===== config.mk =====
export PLATFORM = sky130hd
export DESIGN_NAME = vram_writeback
export DESIGN_NICKNAME = d
export VERILOG_FILES = /design/src/rtl/caster_pkg.sv /design/src/rtl/wb_fifo.sv /design/src/rtl/vram_writeback.sv
export SDC_FILE = /design/constraint.sdc
export NUM_CORES = 2
export LEC_CHECK = 0
export CAP_MARGIN = 0
export CORE_ASPECT_RATIO = 1.2
export CORE_MARGIN = 2
export CORE_UTILIZATION = 60
export DETAILED_ROUTE_END_ITERATION = 10
export GPL_TIMING_DRIVEN = 0
export PLACE_DENSITY = 0.8
export SETUP_SLACK_MARGIN = 0.4
export SLEW_MARGIN = 20
export SYNTH_ARGS = -nofsm -noshare
export SYNTH_HDL_FRONTEND = slang
export SYNTH_SLANG_ARGS = --single-unit
export TNS_END_PERCENT = 10

===== constraint.sdc =====
create_clock -name clk -period 10.3 [get_ports clk]
set_clock_uncertainty 0.1 [all_clocks]
set_input_delay 1.545 -clock clk [delete_from_list [all_inputs] [get_ports clk]]
set_output_delay 1.545 -clock clk [all_outputs]
set_load 0.01 [all_outputs]

===== src/rtl/caster_pkg.sv =====
// Shared definitions for the EPD caster write-back path.
package caster_pkg;

    localparam int unsigned WORD_W        = 64;
    localparam int unsigned BURST_LEN_DEF = 16;
    localparam int unsigned LEN_W         = 8;

    typedef enum logic [1:0] {
        StIdle = 2'd0,
        StCmd  = 2'd1,
        StData = 2'd2
    } wb_state_e;

    // Burst length that never runs past the end of the frame.
    function automatic int unsigned burst_len(input int unsigned remain,
                                              input int unsigned max_len);
        return (remain < max_len) ? remain : max_len;
    endfunction

endpackage


===== src/rtl/wb_fifo.sv =====
// Synchronous first-word-fall-through FIFO with full/empty/count status.
module wb_fifo #(
    parameter int unsigned WIDTH = 64,
    parameter int unsigned DEPTH = 64
) (
    input  logic                     clk,
    input  logic                     rst,
    input  logic                     push,
    input  logic [WIDTH-1:0]         wdata,
    input  logic                     pop,
    output logic [WIDTH-1:0]         rdata,
    output logic                     full,
    output logic                     empty,
    output logic [$clog2(DEPTH):0]   count
);

    localparam int unsigned AW = $clog2(DEPTH);

    logic [WIDTH-1:0] mem [DEPTH];
    logic [AW-1:0]    wr_ptr_q;
    logic [AW-1:0]    rd_ptr_q;
    logic [AW:0]      count_q;
    logic             push_en;
    logic             pop_en;

    assign full    = (count_q == (AW+1)'(DEPTH));
    assign empty   = (count_q == '0);
    // A push at full is refused even if a pop frees a slot in the same cycle.
    assign push_en = push && !full;
    assign pop_en  = pop && !empty;
    assign rdata   = mem[rd_ptr_q];
    assign count   = count_q;

    // Storage array; contents are don't-care while empty, so no reset.
    always_ff @(posedge clk) begin
        if (push_en) begin
            mem[wr_ptr_q] <= wdata;
        end
    end

    // Pointers and occupancy.
    always_ff @(posedge clk) begin
        if (rst) begin
            wr_ptr_q <= '0;
            rd_ptr_q <= '0;
            count_q  <= '0;
        end else begin
            if (push_en) begin
                wr_ptr_q <= wr_ptr_q + AW'(1);
            end
            if (pop_en) begin
                rd_ptr_q <= rd_ptr_q + AW'(1);
            end
            if (push_en && !pop_en) begin
                count_q <= count_q + (AW+1)'(1);
            end else if (pop_en && !push_en) begin
                count_q <= count_q - (AW+1)'(1);
            end
        end
    end

endmodule


===== src/rtl/vram_writeback.sv =====
// Buffers pipeline state words and writes them to VRAM as frame-bounded bursts.
module vram_writeback
    import caster_pkg::*;
#(
    parameter int unsigned ADDR_W      = 28,
    parameter int unsigned BASE_ADDR   = 0,
    parameter int unsigned FRAME_WORDS = 4800,
    parameter int unsigned BURST_LEN   = BURST_LEN_DEF,
    parameter int unsigned FIFO_DEPTH  = 64
) (
    input  logic                clk,
    input  logic                rst,
    input  logic                b_trigger,
    input  logic [WORD_W-1:0]   bo_pixel,
    input  logic                bo_valid,
    output logic                wr_cmd_valid,
    input  logic                wr_cmd_ready,
    output logic [ADDR_W-1:0]   wr_cmd_addr,
    output logic [LEN_W-1:0]    wr_cmd_len,
    output logic [WORD_W-1:0]   wr_data,
    output logic                wr_data_valid,
    input  logic                wr_data_ready,
    input  logic                err_clr,
    output logic                overflow,
    output logic                sync_err,
    output logic                busy
);

    localparam int unsigned CNT_W = $clog2(FIFO_DEPTH) + 1;
    localparam int unsigned OC_W  = $clog2(FRAME_WORDS + 1);

    wb_state_e          state_q;
    logic [OC_W-1:0]    out_cnt_q;
    logic [LEN_W-1:0]   beat_cnt_q;
    logic               trig_q;

    logic [CNT_W-1:0]   fifo_cnt;
    logic [CNT_W-1:0]   fifo_cnt_next;
    logic               fifo_full;
    logic               fifo_empty;
    logic               push_en;
    logic               pop_en;
    logic               frame_start;
    logic               ovf_set;
    logic               sync_set;
    logic [LEN_W-1:0]   next_len;
    logic [31:0]        adv_sum;
    logic [OC_W-1:0]    out_cnt_adv;
    logic               last_beat;

    wb_fifo #(
        .WIDTH (WORD_W),
        .DEPTH (FIFO_DEPTH)
    ) u_fifo (
        .clk   (clk),
        .rst   (rst),
        .push  (bo_valid),
        .wdata (bo_pixel),
        .pop   (pop_en),
        .rdata (wr_data),
        .full  (fifo_full),
        .empty (fifo_empty),
        .count (fifo_cnt)
    );

    assign push_en       = bo_valid && !fifo_full;
    assign pop_en        = (state_q == StData) && wr_data_valid && wr_data_ready;
    assign fifo_cnt_next = fifo_cnt + CNT_W'(push_en) - CNT_W'(pop_en);

    assign next_len    = LEN_W'(burst_len(FRAME_WORDS - 32'(out_cnt_q), BURST_LEN));
    // Bursts end exactly on the frame boundary, so reaching it means wrap.
    assign adv_sum     = 32'(out_cnt_q) + 32'(wr_cmd_len);
    assign out_cnt_adv = (adv_sum >= FRAME_WORDS) ? '0 : OC_W'(adv_sum);
    assign last_beat   = pop_en && (beat_cnt_q == wr_cmd_len - LEN_W'(1));

    // Frame start only acts when nothing is queued or in flight.
    assign frame_start = b_trigger && !trig_q && (state_q == StIdle) && fifo_empty;
    assign ovf_set     = bo_valid && fifo_full;
    assign sync_set    = frame_start && (out_cnt_q != '0);

    // Sticky error flags and trigger edge history; a set beats a clear.
    always_ff @(posedge clk) begin
        if (rst) begin
            overflow <= 1'b0;
            sync_err <= 1'b0;
            trig_q   <= 1'b0;
        end else begin
            trig_q <= b_trigger;
            if (ovf_set) begin
                overflow <= 1'b1;
            end else if (err_clr) begin
                overflow <= 1'b0;
            end
            if (sync_set) begin
                sync_err <= 1'b1;
            end else if (err_clr) begin
                sync_err <= 1'b0;
            end
        end
    end

    // Burst FSM with frame position counter and registered port outputs.
    always_ff @(posedge clk) begin
        if (rst) begin
            state_q       <= StIdle;
            out_cnt_q     <= '0;
            beat_cnt_q    <= '0;
            wr_cmd_valid  <= 1'b0;
            wr_cmd_addr   <= ADDR_W'(BASE_ADDR);
            wr_cmd_len    <= '0;
            wr_data_valid <= 1'b0;
            busy          <= 1'b0;
        end else begin
            unique case (state_q)
                StIdle: begin
                    if (frame_start && (sync_set || overflow)) begin
                        out_cnt_q <= '0;
                    end
                    if (32'(fifo_cnt) >= 32'(next_len)) begin
                        state_q      <= StCmd;
                        wr_cmd_valid <= 1'b1;
                        wr_cmd_addr  <= ADDR_W'(BASE_ADDR) + ADDR_W'(out_cnt_q);
                        wr_cmd_len   <= next_len;
                        busy         <= 1'b1;
                    end else begin
                        busy <= (fifo_cnt_next != '0);
                    end
                end
                StCmd: begin
                    busy <= 1'b1;
                    if (wr_cmd_ready) begin
                        state_q       <= StData;
                        wr_cmd_valid  <= 1'b0;
                        beat_cnt_q    <= '0;
                        wr_data_valid <= (fifo_cnt_next != '0);
                    end
                end
                StData: begin
                    if (last_beat) begin
                        state_q       <= StIdle;
                        out_cnt_q     <= out_cnt_adv;
                        wr_data_valid <= 1'b0;
                        busy          <= (fifo_cnt_next != '0);
                    end else begin
                        if (pop_en) begin
                            beat_cnt_q <= beat_cnt_q + LEN_W'(1);
                        end
                        wr_data_valid <= (fifo_cnt_next != '0);
                        busy          <= 1'b1;
                    end
                end
                default: begin
                    state_q <= StIdle;
                end
            endcase
        end
    end

    // A burst only starts once all its words are queued, so data never stalls.
    assert property (@(posedge clk) disable iff (rst) (state_q == StData) |-> wr_data_valid);

endmodule


==> reports/qor.txt <==
status: complete, no violations
hold_buf cts: 0
Critical Path RT: 8.66 ns
CP Max Fanout: 14
CTS tree: yes
DR vias: 88060
Max rail drop VDD: 0.1810 mV
number of synthesized register bits: 4171
met3 Resource Use GR: 12.35%
worst setup path category: flop to output port
Max Freq: 0.1206 GHz
P&R area growth vs syn: 16.37%
register area share after synthesis: 77.92%
# rows: 207
Syn Inst Count: 6422
setup ws final: 2.007 ns
Pwr per Cell Area: 189.0 nW/um2
most frequent CP cell: mux4_2
cell area after synthesis: 159800 um2
commonest non-fill, non-tap cell in the layout: edfxtp_1
Crit-path slowest cell: buf_1
Pre-antenna DRT Iters: 8
layout cell share with drive strength beyond 1: 33.36%
Max Cap Viol: 0
pin slew with the least headroom to its limit: 1.368 ns
initial antenna violation count: 59
GR Layer Usage met2: 62.76%
Top FF cell, synth: edfxtp_1
initial DRC count: 17600
Synth warnings: 0
Skew-Pair Late Insertion Delay: 0.97 ns
cts bufs inserted: 388
crit end category: output port
core area: 265000 um2
Hold WC Path Type: flop to flop
leading cell types in the layout, fill and taps excluded: 4096 x edfxtp_1, 1344 x mux4_2, 391 x clkbuf_16
die area: 270500 um2
DRT antenna net count: 0
Slew headroom: 8.813%
GRT met1 Usage: 46.38%
total grt overflow: 0
# DRC: 0
Cell variety after synth: 65
starting density of the core: 60.31%
Clk pin slew, worst setup/hold paths: 0.06 ns
Final #Nets: 7420
Worst setup SP type: flop
die width: 475.1 um
FF-to-FF Start: u_fifo.count[3]
Fin. Hold Viols: 0
FF-to-FF End: u_fifo.mem[38][37]
vias in the first global route: 87130
total global routing track utilization: 39.59%
global routing's busiest layer: met2
CTS resizes: 0
dpl ws: 3.524 ns
largest net degree at the start of global routing: 63
Reg2Reg Depth: 12
first-pass GRT wire length: 723.6 mm
asr flop ratio synth: 0%
placed wire-length estimate: 308.9 mm
Leakage Power: 0.05631 uW
Avg Synthesized Cell Area: 24.88 um2
final wirelength: 532.3 mm
PortBufs: 160
clk root buf: clkbuf_16
minimum clock period: 8.293 ns
critical path arrival: 6.65 ns
Final period util: 80.52%
Max clock buf depth: 4
# setup viols final: 0
Clock Sinks: 4171
Post-synth EDFFs: 4096
die height: 569.3 um
number of H-tree levels: 5
R2R setup slack: 5.00 ns
via/cell ratio: 7.820
drt wl/cell: 47.27 um
post-CTS setup buffers: 0
slowest cell delay on critical path: 0.88 ns
CP Cell Sequence: clkbuf_1 -> buf_2 -> clkbuf_2 -> buf_16 -> buf_1 -> mux4_2 -> mux4_2 -> mux4_2 -> clkdlybuf4s50_1
RSZ-0062 raised after global routing: false
RePlAce Congestion: 0.8332
IO Pins: 176
Slew Viols, Final: 0
CP Capture Point: wr_data[48]
WHS: 0.3660 ns
==> sequential cells by signal (all words and copies together), names as in the netlist, named ones only <==
| name | flops |
|---|---|
| wr_data_valid | 1 |
| wr_cmd_addr | 13 |
| out_cnt_q | 13 |
| busy | 1 |
| u_fifo.wr_ptr_q | 6 |
| sync_err | 1 |
| wr_cmd_valid | 1 |
| u_fifo.count | 7 |
| u_fifo.rd_ptr_q | 6 |
| wr_cmd_len | 8 |
| u_fifo.mem | 4096 |
| beat_cnt_q | 8 |
| trig_q | 1 |
| state_q | 2 |
| overflow | 1 |
==> logic make-up (layout without fill, tap and decap cells) <==
logic type / after synthesis / after routing / synth area share [%]
AO/OA/AOI/OAI: 142 / 142 / 0.5920
multiplexers: 1349 / 1349 / 18.97
buffers and inverters: 380 / 1572 / 1.066
AND/OR/NAND/NOR: 292 / 292 / 0.8629
adder cells (fa/ha/maj): 42 / 42 / 0.3430
other: 2 / 96 / 0.004700
XOR/XNOR: 44 / 44 / 0.2412
flip-flops: 4171 / 4171 / 77.92
==> critical path: cells and delay by family, from the launching register on <==
kind	cells	cell delay [ns]
flops	1	0.35
buf+inv	6	3.61
mux	3	1.65
==> area by class of cell <==
class	instances	area, um2
Fill cell	13680	79010
Buffer	347	1649
Multi-Input combinational cell	1886	34120
Antenna cell	79	197.7
Sequential cell	4171	124500
Inverter	33	123.9
Clock inverter	252	2451
Clock buffer	460	10070
Tap cell	3553	4446
Timing Repair Buffer	480	8383
==> routing by layer <==
| layer | routed length, um | up-vias | share of wire (%) |
|---|---|---|---|
| li1 | - | 29790 | - |
| met1 | 152100 | 44860 | 29 |
| met2 | 257000 | 10620 | 48 |
| met3 | 73430 | 2725 | 14 |
| met4 | 49040 | 60 | 9.2 |
| met5 | 712 | - | 0.13 |
==> stage by stage <==
step	TNS, ns	cell area [um2]	total power [uW]	utilization (%)	std cells
after floorplan	0	159800	19830	-	6437
after global placement	-449.25	165900	20430	62.61	10150
after detailed placement	0	173200	20570	65.35	10470
after CTS	0	185700	35010	70.08	11180
after global routing	0	185800	35650	70.13	11210
final	0	185900	35150	70.18	11260
==> power by group <==
part	leakage (uW)	internal, uW	switching [uW]
Clock	0.00612	7980	6860
Sequential	0.0375	18700	72.1
Combinational	0.0127	573	935
==> synthesized netlist by cell type (all sizes together) (4+ instances only) <==
cell type / n / area (um2)
nor3b: 4 / 35.03
dfxtp: 75 / 1501
and2: 8 / 50.05
nor4: 6 / 58.80
mux2i: 5 / 50.05
nor2b: 7 / 43.79
o21ai: 26 / 130.1
nand4: 12 / 75.07
xnor2: 20 / 175.2
ha: 39 / 488.0
inv: 33 / 123.9
nand2: 54 / 202.7
o211ai: 6 / 45.04
a22o: 4 / 35.03
and3: 5 / 31.28
xor2: 24 / 210.2
edfxtp: 4096 / 123000
nor3: 13 / 65.06
a211oi: 9 / 67.56
nand2b: 6 / 37.54
or2: 4 / 25.02
a22oi: 5 / 37.54
nand3: 27 / 135.1
clkbuf: 185 / 694.4
buf: 162 / 885.8
o21a: 9 / 67.56
nor2: 130 / 488.0
or3: 4 / 25.02
mux4: 1344 / 30270
a31oi: 5 / 31.28
a21o: 9 / 67.56
a21oi: 42 / 210.2
==> worst min path at each step <==
stage,startpoint,end,slack [ns],cells past startpoint
CTS,wr_cmd_addr[12],wr_cmd_addr[12],0.37,2
global route,wr_cmd_addr[12],wr_cmd_addr[12],0.40,2
floorplan,u_fifo.rd_ptr_q[1],flop,0.37,2
finish,wr_cmd_addr[12],wr_cmd_addr[12],0.37,2
detailed placement,wr_cmd_addr[6],wr_cmd_addr[6],0.35,2
global placement,wr_cmd_addr[4],wr_cmd_addr[4],0.35,2
(Power assumes the default switching activity.)
